## config.mk

```make
export PLATFORM = sky130hd
export DESIGN_NAME = alu_issue_scheduler_flat
export DESIGN_NICKNAME = d
export VERILOG_FILES = /design/src/rtl/alu_rs_pkg.sv /design/src/rtl/alu_issue_scheduler_if.sv /design/src/rtl/rs_priority_pick.sv /design/src/rtl/alu_issue_scheduler.sv /design/src/flat_wrapper.sv
export SDC_FILE = /design/constraint.sdc
export NUM_CORES = 1
export LEC_CHECK = 0
export CAP_MARGIN = 20
export CORE_MARGIN = 10
export CORE_UTILIZATION = 45
export CTS_BUF_LIST = sky130_fd_sc_hd__clkbuf_2
export DETAILED_ROUTE_END_ITERATION = 7
export HOLD_SLACK_MARGIN = 0.05
export PLACE_DENSITY = 0.66
export SLEW_MARGIN = 20
export SYNTH_ARGS = -nofsm -noshare
export SYNTH_HDL_FRONTEND = slang
export SYNTH_SLANG_ARGS = --single-unit
```

## constraint.sdc

```tcl
create_clock -name clk -period 5.32 [get_ports clk]
set_input_delay 1.064 -clock clk [delete_from_list [all_inputs] [get_ports clk]]
set_output_delay 1.064 -clock clk [all_outputs]
set_load 0.005 [all_outputs]
```

## src/rtl/alu_rs_pkg.sv

```systemverilog
// Shared types and helpers for the ALU reservation station / issue scheduler.
// Entry field widths follow the package defaults below.
package alu_rs_pkg;

    localparam int RS_DEPTH  = 8;
    localparam int RS_TAG_W  = 4;
    localparam int RS_DATA_W = 32;
    localparam int RS_OP_W   = 5;

    // Tag MSB set means the operand value is already present.
    localparam logic [RS_TAG_W-1:0] TAG_FREE = {1'b1, {(RS_TAG_W-1){1'b0}}};

    typedef struct packed {
        logic                 valid;
        logic [RS_OP_W-1:0]   op;
        logic [RS_TAG_W-2:0]  dest;
        logic [RS_TAG_W-1:0]  tag1;
        logic [RS_DATA_W-1:0] data1;
        logic [RS_TAG_W-1:0]  tag2;
        logic [RS_DATA_W-1:0] data2;
    } rs_entry_t;

    function automatic logic tag_is_free(input logic [RS_TAG_W-1:0] tag);
        return tag[RS_TAG_W-1];
    endfunction

endpackage

```

## src/rtl/alu_issue_scheduler_if.sv

```systemverilog
// Decoder allocation, CDB snoop and ALU issue signals of the issue scheduler.
// The scheduler uses the slave modport; the decoder/ALU side uses master.
interface alu_issue_scheduler_if #(
    parameter int TAG_W  = alu_rs_pkg::RS_TAG_W,
    parameter int DATA_W = alu_rs_pkg::RS_DATA_W,
    parameter int OP_W   = alu_rs_pkg::RS_OP_W
) ();

    logic              alloc_valid;
    logic              alloc_ready;
    logic [OP_W-1:0]   alloc_op;
    logic [TAG_W-2:0]  alloc_dest;
    logic [TAG_W-1:0]  alloc_tag1;
    logic [DATA_W-1:0] alloc_data1;
    logic [TAG_W-1:0]  alloc_tag2;
    logic [DATA_W-1:0] alloc_data2;

    logic              cdb_valid;
    logic [TAG_W-1:0]  cdb_tag;
    logic [DATA_W-1:0] cdb_data;

    logic              issue_valid;
    logic              issue_ready;
    logic [OP_W-1:0]   issue_op;
    logic [TAG_W-2:0]  issue_dest;
    logic [DATA_W-1:0] issue_data1;
    logic [DATA_W-1:0] issue_data2;

    modport master (
        output alloc_valid, alloc_op, alloc_dest, alloc_tag1, alloc_data1,
               alloc_tag2, alloc_data2,
        output cdb_valid, cdb_tag, cdb_data,
        output issue_ready,
        input  alloc_ready,
        input  issue_valid, issue_op, issue_dest, issue_data1, issue_data2
    );

    modport slave (
        input  alloc_valid, alloc_op, alloc_dest, alloc_tag1, alloc_data1,
               alloc_tag2, alloc_data2,
        input  cdb_valid, cdb_tag, cdb_data,
        input  issue_ready,
        output alloc_ready,
        output issue_valid, issue_op, issue_dest, issue_data1, issue_data2
    );

endinterface

```

## src/rtl/rs_priority_pick.sv

```systemverilog
// Lowest-index one-hot picker: grants the least significant set request bit.
module rs_priority_pick #(
    parameter int N = 8
) (
    input  logic [N-1:0] req,
    output logic [N-1:0] gnt,
    output logic         any
);

    logic found;

    always_comb begin
        gnt   = '0;
        found = 1'b0;
        for (int i = 0; i < N; i++) begin
            if (req[i] && !found) begin
                gnt[i] = 1'b1;
                found  = 1'b1;
            end
        end
    end

    assign any = |req;

endmodule

```

## src/rtl/alu_issue_scheduler.sv

```systemverilog
// Reservation station between decoder and integer ALU: buffers ops, snoops the
// CDB for pending operands and issues ready ops through a registered output stage.
module alu_issue_scheduler
    import alu_rs_pkg::*;
#(
    parameter int DEPTH  = RS_DEPTH,
    parameter int TAG_W  = RS_TAG_W,
    parameter int DATA_W = RS_DATA_W,
    parameter int OP_W   = RS_OP_W
) (
    input  logic                     clk,
    input  logic                     rst,
    input  logic                     flush,
    alu_issue_scheduler_if.slave     rs,
    output logic [$clog2(DEPTH):0]   occupancy
);

    localparam int OCC_W = $clog2(DEPTH) + 1;

    rs_entry_t entries_q [DEPTH];
    rs_entry_t entries_d [DEPTH];

    logic              issue_valid_q, issue_valid_d;
    logic [OP_W-1:0]   issue_op_q,    issue_op_d;
    logic [TAG_W-2:0]  issue_dest_q,  issue_dest_d;
    logic [DATA_W-1:0] issue_data1_q, issue_data1_d;
    logic [DATA_W-1:0] issue_data2_q, issue_data2_d;
    logic [OCC_W-1:0]  occupancy_q,   occupancy_d;

    logic [DEPTH-1:0] free_req, free_oh;
    logic [DEPTH-1:0] elig_req, sel_oh;
    logic             free_any, sel_any;
    logic             alloc_fire, select_fire;
    rs_entry_t        alloc_entry, sel_entry;

    // Eligibility is judged only on registered entry state.
    always_comb begin
        free_req = '0;
        elig_req = '0;
        for (int i = 0; i < DEPTH; i++) begin
            free_req[i] = !entries_q[i].valid;
            elig_req[i] = entries_q[i].valid && tag_is_free(entries_q[i].tag1)
                          && tag_is_free(entries_q[i].tag2);
        end
    end

    rs_priority_pick #(.N(DEPTH)) u_free_pick (
        .req (free_req),
        .gnt (free_oh),
        .any (free_any)
    );

    rs_priority_pick #(.N(DEPTH)) u_issue_pick (
        .req (elig_req),
        .gnt (sel_oh),
        .any (sel_any)
    );

    assign rs.alloc_ready = (occupancy_q != OCC_W'(DEPTH));
    assign alloc_fire     = rs.alloc_valid && rs.alloc_ready && free_any;
    assign select_fire    = sel_any && (!issue_valid_q || rs.issue_ready);

    // An operand broadcast on the CDB in the allocation cycle is captured directly.
    always_comb begin
        alloc_entry       = '0;
        alloc_entry.valid = 1'b1;
        alloc_entry.op    = rs.alloc_op;
        alloc_entry.dest  = rs.alloc_dest;
        alloc_entry.tag1  = rs.alloc_tag1;
        alloc_entry.data1 = rs.alloc_data1;
        alloc_entry.tag2  = rs.alloc_tag2;
        alloc_entry.data2 = rs.alloc_data2;
        if (rs.cdb_valid && rs.alloc_tag1 == rs.cdb_tag) begin
            alloc_entry.tag1  = TAG_FREE;
            alloc_entry.data1 = rs.cdb_data;
        end
        if (rs.cdb_valid && rs.alloc_tag2 == rs.cdb_tag) begin
            alloc_entry.tag2  = TAG_FREE;
            alloc_entry.data2 = rs.cdb_data;
        end
    end

    always_comb begin
        sel_entry = '0;
        for (int i = 0; i < DEPTH; i++) begin
            if (sel_oh[i]) begin
                sel_entry = sel_entry | entries_q[i];
            end
        end
    end

    always_comb begin
        for (int i = 0; i < DEPTH; i++) begin
            entries_d[i] = entries_q[i];
            if (rs.cdb_valid && entries_q[i].valid) begin
                if (entries_q[i].tag1 == rs.cdb_tag) begin
                    entries_d[i].tag1  = TAG_FREE;
                    entries_d[i].data1 = rs.cdb_data;
                end
                if (entries_q[i].tag2 == rs.cdb_tag) begin
                    entries_d[i].tag2  = TAG_FREE;
                    entries_d[i].data2 = rs.cdb_data;
                end
            end
            if (select_fire && sel_oh[i]) begin
                entries_d[i].valid = 1'b0;
            end
            if (alloc_fire && free_oh[i]) begin
                entries_d[i] = alloc_entry;
            end
            if (flush) begin
                entries_d[i].valid = 1'b0;
            end
        end
    end

    always_comb begin
        issue_valid_d = issue_valid_q;
        issue_op_d    = issue_op_q;
        issue_dest_d  = issue_dest_q;
        issue_data1_d = issue_data1_q;
        issue_data2_d = issue_data2_q;
        if (flush) begin
            issue_valid_d = 1'b0;
        end else if (select_fire) begin
            issue_valid_d = 1'b1;
            issue_op_d    = sel_entry.op;
            issue_dest_d  = sel_entry.dest;
            issue_data1_d = sel_entry.data1;
            issue_data2_d = sel_entry.data2;
        end else if (rs.issue_ready) begin
            issue_valid_d = 1'b0;
        end
    end

    always_comb begin
        if (flush) begin
            occupancy_d = '0;
        end else begin
            occupancy_d = occupancy_q + OCC_W'(alloc_fire) - OCC_W'(select_fire);
        end
    end

    // Entry payloads need no reset; only the valid bits are cleared.
    always_ff @(posedge clk or posedge rst) begin
        if (rst) begin
            for (int i = 0; i < DEPTH; i++) begin
                entries_q[i].valid <= 1'b0;
            end
        end else begin
            for (int i = 0; i < DEPTH; i++) begin
                entries_q[i] <= entries_d[i];
            end
        end
    end

    always_ff @(posedge clk or posedge rst) begin
        if (rst) begin
            issue_valid_q <= 1'b0;
            issue_op_q    <= '0;
            issue_dest_q  <= '0;
            issue_data1_q <= '0;
            issue_data2_q <= '0;
            occupancy_q   <= '0;
        end else begin
            issue_valid_q <= issue_valid_d;
            issue_op_q    <= issue_op_d;
            issue_dest_q  <= issue_dest_d;
            issue_data1_q <= issue_data1_d;
            issue_data2_q <= issue_data2_d;
            occupancy_q   <= occupancy_d;
        end
    end

    assign rs.issue_valid = issue_valid_q;
    assign rs.issue_op    = issue_op_q;
    assign rs.issue_dest  = issue_dest_q;
    assign rs.issue_data1 = issue_data1_q;
    assign rs.issue_data2 = issue_data2_q;
    assign occupancy      = occupancy_q;

endmodule

```

## src/flat_wrapper.sv

```systemverilog
// flat-port wrapper written by rule: the top's interface ports become plain ports
module alu_issue_scheduler_flat import alu_rs_pkg::*;
#(
    parameter int DEPTH  = RS_DEPTH,
    parameter int TAG_W  = RS_TAG_W,
    parameter int DATA_W = RS_DATA_W,
    parameter int OP_W   = RS_OP_W
)
  (clk, rst, flush, occupancy, rs_alloc_valid, rs_alloc_op, rs_alloc_dest, rs_alloc_tag1, rs_alloc_data1, rs_alloc_tag2, rs_alloc_data2, rs_cdb_valid, rs_cdb_tag, rs_cdb_data, rs_issue_ready, rs_alloc_ready, rs_issue_valid, rs_issue_op, rs_issue_dest, rs_issue_data1, rs_issue_data2);
  alu_issue_scheduler_if #(.TAG_W(TAG_W), .DATA_W(DATA_W), .OP_W(OP_W)) rs_i ();
  input  logic clk;
  input  logic rst;
  input  logic flush;
  output logic [$clog2(DEPTH):0] occupancy;
  input wire logic [$bits(rs_i.alloc_valid)-1:0] rs_alloc_valid;
  input wire logic [$bits(rs_i.alloc_op)-1:0] rs_alloc_op;
  input wire logic [$bits(rs_i.alloc_dest)-1:0] rs_alloc_dest;
  input wire logic [$bits(rs_i.alloc_tag1)-1:0] rs_alloc_tag1;
  input wire logic [$bits(rs_i.alloc_data1)-1:0] rs_alloc_data1;
  input wire logic [$bits(rs_i.alloc_tag2)-1:0] rs_alloc_tag2;
  input wire logic [$bits(rs_i.alloc_data2)-1:0] rs_alloc_data2;
  input wire logic [$bits(rs_i.cdb_valid)-1:0] rs_cdb_valid;
  input wire logic [$bits(rs_i.cdb_tag)-1:0] rs_cdb_tag;
  input wire logic [$bits(rs_i.cdb_data)-1:0] rs_cdb_data;
  input wire logic [$bits(rs_i.issue_ready)-1:0] rs_issue_ready;
  output wire logic [$bits(rs_i.alloc_ready)-1:0] rs_alloc_ready;
  output wire logic [$bits(rs_i.issue_valid)-1:0] rs_issue_valid;
  output wire logic [$bits(rs_i.issue_op)-1:0] rs_issue_op;
  output wire logic [$bits(rs_i.issue_dest)-1:0] rs_issue_dest;
  output wire logic [$bits(rs_i.issue_data1)-1:0] rs_issue_data1;
  output wire logic [$bits(rs_i.issue_data2)-1:0] rs_issue_data2;
  assign rs_i.alloc_valid = rs_alloc_valid;
  assign rs_i.alloc_op = rs_alloc_op;
  assign rs_i.alloc_dest = rs_alloc_dest;
  assign rs_i.alloc_tag1 = rs_alloc_tag1;
  assign rs_i.alloc_data1 = rs_alloc_data1;
  assign rs_i.alloc_tag2 = rs_alloc_tag2;
  assign rs_i.alloc_data2 = rs_alloc_data2;
  assign rs_i.cdb_valid = rs_cdb_valid;
  assign rs_i.cdb_tag = rs_cdb_tag;
  assign rs_i.cdb_data = rs_cdb_data;
  assign rs_i.issue_ready = rs_issue_ready;
  assign rs_alloc_ready = rs_i.alloc_ready;
  assign rs_issue_valid = rs_i.issue_valid;
  assign rs_issue_op = rs_i.issue_op;
  assign rs_issue_dest = rs_i.issue_dest;
  assign rs_issue_data1 = rs_i.issue_data1;
  assign rs_issue_data2 = rs_i.issue_data2;
  alu_issue_scheduler #(.DEPTH(DEPTH), .TAG_W(TAG_W), .DATA_W(DATA_W), .OP_W(OP_W)) u_core (.clk(clk), .rst(rst), .flush(flush), .rs(rs_i), .occupancy(occupancy));
endmodule
```

Yosys cells after proc, flatten, opt, wreduce, memory -nomap -nowiden. Cells that the tools add are included.

Reduce and logical (&&, ||, !) cells: 142. Bitwise gates (word level): 9. Muxes and demuxes: 90. Add/subtract/negate cells: 2. Eq/ne operators: 19.

Operators by type and width (count): two-way mux 36 bit (18); two-way mux 81 bit (8); two-way mux 80 bit (8); two-way mux 72 bit (8); OR 80 bit (7); == test 4 bit (18); logical AND 1 bit (59); AND reduction 3 bit (16); nonzero test 2 bit (24); two-way mux 1 bit (47); nonzero test 3 bit (9); zero test 1 bit (22); AND reduction 2 bit (9); OR reduction 8 bit (2); adder 4 x 1 -> 4 bit (1); two-way mux 4 bit (1); inequality test 4 bit, second input constant (1); subtractor 4 x 1 -> 4 bit (1); inverter 1 bit (2); logical OR 1 bit (1).

Output and inout port bits: 78. Word-level logic and storage cells: 324. Register bits after elaboration: 725. Input bits: 122.

Logic depth before layout (Yosys ltp).
Depth in word-level cells: 28. Depth in mapped cells: 13. Mapped depth without buffers: 10.

By module. From an unflattened synthesis, not the netlist that was laid out.

Cells, all modules: 2179. Area total of the unflattened synthesis: 33772.4 sq um.

By module, submodules not included: alu_issue_scheduler (cells an instance 2155, area an instance 33574.7 sq um, instances 1, sequential area each 21345.5 sq um); rs_priority_pick (cells an instance 12, area an instance 98.8 sq um, instances 2, sequential area each 0.0 sq um).

Worst setup path before layout. OpenSTA, ideal clock, no wires.

Path type: input-to-reg. Start point: in rs_cdb_tag[2]. End point: reg u_core.entries_q[162] (netlist name), enable pin. Path buffers: 2. Setup slack: 63 ps. Cell stages on the path: 5. Data required time: 4834 ps. Setup time: 486 ps. Arrival time: 4772 ps. Cells stage by stage: buf_2 > buf_1 > xnor2_1 > nand3_1 > o32ai_1.

Word-level cells in the longest chain between the ends: 3.

Ends and longest elaborated chain: from (decl) (RTL line flat_wrapper.sv:23) `input wire logic [$bits(rs_i.cdb_tag)-1:0] rs_cdb_tag;`; == test 4 bit (RTL line alu_issue_scheduler.sv:100) `if (entries_q[i].tag2 == rs.cdb_tag) begin`; nonzero test 2 bit (no source line); AND reduction 3 bit (no source line); to (signal, indexed assignment) (RTL line alu_issue_scheduler.sv:152) `entries_q[i] <= entries_d[i];`; to (decl) (RTL line alu_issue_scheduler.sv:20) `rs_entry_t entries_q [DEPTH];`.

No other way between the ends. A chain may end at the register's enable or synchronous reset.

Final worst setup path.
Start point: reg u_core.occupancy_q[2] (netlist: u_core.occupancy[2]). End point: out rs_alloc_ready.

Word-level cells in the longest chain between the ends: 1.

Ends and longest elaborated chain: from (decl) (RTL line alu_issue_scheduler.sv:28) `logic [OCC_W-1:0] occupancy_q, occupancy_d;`; from (signal assigned) (RTL line alu_issue_scheduler.sv:171) `occupancy_q <= occupancy_d;`; inequality test 4 bit (RTL line alu_issue_scheduler.sv:59) `assign rs.alloc_ready = (occupancy_q != OCC_W'(DEPTH));`; to (decl) (RTL line flat_wrapper.sv:26) `output wire logic [$bits(rs_i.alloc_ready)-1:0] rs_alloc_ready;`.

No other way between the ends.

==> PnR_summary.wiki <==
{| class="wikitable"
! Metric !! Value
|-
| Status || finished, final reports clean
|-
| Kind of capture point of the worst setup path || primary output
|-
| Simple-gate share of the synthesized area || under 10%
|-
| End-of-flow core utilization || between 50 and 60%
|-
| IR Drop Worst-Case VDD || between 200 and 250 µV
|-
| Number of buffers inserted by port buffering || around 200
|-
| Setup repair after global routing missed its margin || no
|-
| Int Power || around 9.5 mW
|-
| Crit-path max cell delay || 0.51 ns
|-
| Slew Limit Headroom || 19.5%
|-
| Kind of start point of the critical path || flip-flop
|-
| Number of antenna-violating nets in the routed design || 0
|-
| Pins Over Slew Limit || 0
|-
| Largest driver fanout on the critical path || 4
|-
| Warnings from Yosys || 0
|-
| Hold buffer count at cts || 0
|-
| Register-to-Register Setup Slack || roughly 1.7 ns
|-
| Iteration-0 DRC Markers || 2111
|-
| Post-detailed-route via-to-cell ratio || between 6 and 7
|-
| Vertical extent of the die || ~290 µm
|-
| Count of endpoints failing hold in the final timing report || 0
|-
| Number of filler cells placed in the layout || roughly 6300
|-
| Dpl hpwl || 59.6 mm
|-
| Reg power frac || approximately 53%
|-
| Logic pwr share || around 17%
|-
| Biggest area consumer among synthesized cells || sky130_fd_sc_hd__edfxtp_1
|-
| Main combinational cell family by area after synthesis || multiplexers
|-
| Area grow syn2layout || 15.1%
|-
| Top Ports || 200
|-
| Number of resized instances in the post-cts repair step || 0
|-
| Final Skew || around 0.14 ns
|-
| Setup Total Neg Slack || 0 ns
|-
| Adder and majority gate portion of the synthesized area || less than 1%
|-
| Top post-synthesis cells by area || sky130_fd_sc_hd__edfxtp_1 (57%), sky130_fd_sc_hd__mux2_2 (16%), sky130_fd_sc_hd__dfrtp_1 (6.3%)
|-
| Buffers plus inverters on the worst setup path || 2
|-
| Part of the total power dissipated in the clock network || approximately 30%
|-
| Transition time of the tightest slew-check pin || 1.21 ns
|-
| RePlAce Congestion || between 0.8 and 0.9
|-
| Cells after Synth || roughly 2400
|-
| Crit share post-route || 75.6%
|-
| Clock root buffer master || sky130_fd_sc_hd__clkbuf_2
|-
| Family with the most delay on the worst path || buffers and inverters
|-
| Maximum frequency from static timing analysis || roughly 0.25 GHz
|-
| Worst hold-check path type || in -> async
|-
| Psw || about 3.7 mW
|-
| Maximum number of pins on one net before global-route repair || between 100 and 150
|-
| Storage element area || 21300 µm²
|-
| Ratio of cells with drive above 1 in the final layout || between 30% and 40%
|-
| Later-pin clock latency in the skew report || about 1.4 ns
|-
| Die outline area || a little under 90000 µm²
|-
| Number of clock buffers inserted by TritonCTS || ~180
|-
| Synthesized flop and latch total || 725
|-
| DRC errors left || 0
|-
| Number of distinct library cells after synthesis || 54
|-
| Leakage power total || between 10 and 15 nW
|-
| Via Count || 23500
|-
| Routed length per placed instance || roughly 28 µm
|-
| Starting density of the core || between 40 and 50%
|-
| Wire length of the first global-routing pass || ~150 mm
|-
| Clock tree from TritonCTS || done
|-
| Pre-Repair DR Iteration Count || 5
|-
| Post-CTS repair timing setup buffer count || 0
|-
| Ranking of synthesized cells by instance count || sky130_fd_sc_hd__edfxtp_1 (640), sky130_fd_sc_hd__mux2_2 (473), sky130_fd_sc_hd__nor2_1 (213), sky130_fd_sc_hd__a21oi_1 (153), sky130_fd_sc_hd__clkbuf_1 (131)
|-
| Width of the chip || around 300 µm
|-
| Standard cell core area || between 70000 and 80000 µm²
|-
| Top cell type's share of synthesized area || 56.6%
|-
| CTS sink cnt || ~730
|-
| Count of flip-flops with a built-in enable after synthesis || 640
|-
| Critical-path cell list || inv_1, ha_1, or3b_1, clkdlybuf4s50_1
|-
| Aggregate global routing overflow || 0
|-
| Count leader, synth || sky130_fd_sc_hd__edfxtp_1
|-
| Sw frac || 28.4%
|-
| Antenna violations before repair || 11
|-
| Mean Syn Cell Area || about 14 µm²
|-
| Data arrival, critical path || between 2 and 3 ns
|-
| Multi-input gate area in the final layout || roughly 12000 µm²
|-
| Total of max-cap violations || 0
|-
| Min cycle time layout || a little over 4 ns
|-
| Power Dens Cells || approximately 340 nW/µm²
|-
| Xor-xnor portion of the synthesized cell area || under 10%
|-
| Portion of netlist area occupied by mux cells || around 17%
|-
| CP Data Required Time || around 4.3 ns
|-
| Final layout net count || ~2800
|-
| Post-synth net total || about 2500
|-
| CTS H-Tree Depth || 4
|-
| Sequential share of the synthesized area || a little over three fifths
|-
| Cell with the biggest individual delay on the critical path || sky130_fd_sc_hd__clkdlybuf4s50_1
|-
| Total wirelength of the detailed-routed design || 106 mm
|-
| Asr flop ratio synth || 11.7%
|-
| Number of global-route vias before repair || roughly 24000
|-
| Buffers from clock root to sink, at most || 3
|-
| Mapped Area || 34000 µm²
|-
| Worst Setup Path Type || reg -> out
|-
| Global Route Usage Sum || 23.9%
|-
| Clock transition at the register clock pins on the worst setup and hold paths after CTS || between 0.1 and 0.15 ns
|-
| Endpoints failing setup || 0
|-
| Floorplan row count || 100
|-
| Post-synthesis compound-gate area fraction || around a tenth
|-
| Predominant post-synthesis flop cell || sky130_fd_sc_hd__edfxtp_1
|}
[placed cells by master, fill, tap and decap left out, drive strengths merged, types with 17 or more instances in the layout]
master,netlist,final
dfrtp,85,85
inv,11,17
xor2,25,25
a221o,71,71
buf,87,67
o211ai,71,71
xnor2,46,46
clkbuf,134,301
nand2,32,32
a21oi,153,153
clkinv,0,30
clkdlybuf4s50,0,198
a31oi,78,78
mux2,512,512
edfxtp,640,640
nor2,217,217
nand3,98,98
a221oi,71,71
[per-layer routing]
layer,vias up,part of all wire [%],track usage [%]
met5,-,0.099,0
met4,14,2.9,9.12
met3,218,9.3,5.46
met2,1318,49,39.6
met1,11900,39,30.0
li1,10100,-,-
[final timing paths]
| check | start | end | cells after the start |
|---|---|---|---|
| hold / removal | rst | u_core.rs.issue_data1[12] | 3 |
| hold reg to reg | u_core.entries_q[59] | u_core.rs.issue_data1[23] | 2 |
| setup / recovery | u_core.occupancy[2] | rs_alloc_ready | 4 |
| setup reg to reg | u_core.occupancy[2] | u_core.entries_q[124] | 8 |
| min in group clk | rs_alloc_valid | u_core.entries_q[161] | 3 |
| max in group asynchronous | rst | u_core.rs.issue_data2[13] | 4 |
[power by group through the flow]
stage / sequential [mW] / combinational (mW) / clock (mW)
6_report: 6.95 / 2.26 / 3.99
5_1_grt: 6.98 / 2.44 / 4.35
2_1_floorplan: 6.96 / 1.06 / 0
3_5_place_dp: 7.07 / 2.26 / 0
3_3_place_gp: 7.06 / 2.21 / 0
4_1_cts: 6.95 / 2.27 / 4.07
[kinds of logic (layout without fill, tap and decap cells)]
family                   Yosys count  count (layout)
flip-flops                       725             725
multiplexers                     512             512
AO/OA/AOI/OAI                    473             473
AND/OR/NAND/NOR                  399             399
buffers and inverters            232             618
XOR/XNOR                          71              71
adder cells (fa/ha/maj)            6               6
other                              0               5
[stage by stage]
stage               instances  instance area [µm²]  setup slack [ns]  hold slack, ns  power, mW
global placement         3431                37300              1.10           0.533       9.27
finish                   3778                39100              1.30           0.172       13.2
global route             3777                39100              1.10           0.166       13.8
detailed placement       3431                37300              1.00           0.547       9.33
floorplan                2418                34000            0.0625           0.543       8.02
CTS                      3773                39100              1.12          0.0658       13.3
[registers in the layout, summed over array words and instances (netlist names)]
name	flops
u_core.entries_q	648
u_core.rs.issue_op	5
u_core.rs.issue_valid	1
u_core.rs.issue_data1	32
u_core.rs.issue_data2	32
u_core.rs.issue_dest	3
u_core.occupancy	4
[cell type report]
class,instances,area share [%]
inverters,11,0.112
multi-input cells,1461,30.9
well taps,969,3.10
flip-flops and latches,725,54.6
clock buffers,301,3.85
diodes,5,0.0320
repair buffers,265,6.73
clock inverters,41,0.707
[worst min-delay path: cells and delay by family]
kind,cells,cell delay [ns]
buffers and inverters,3,1.03
Note: power is estimated with default switching activity, not from simulation.
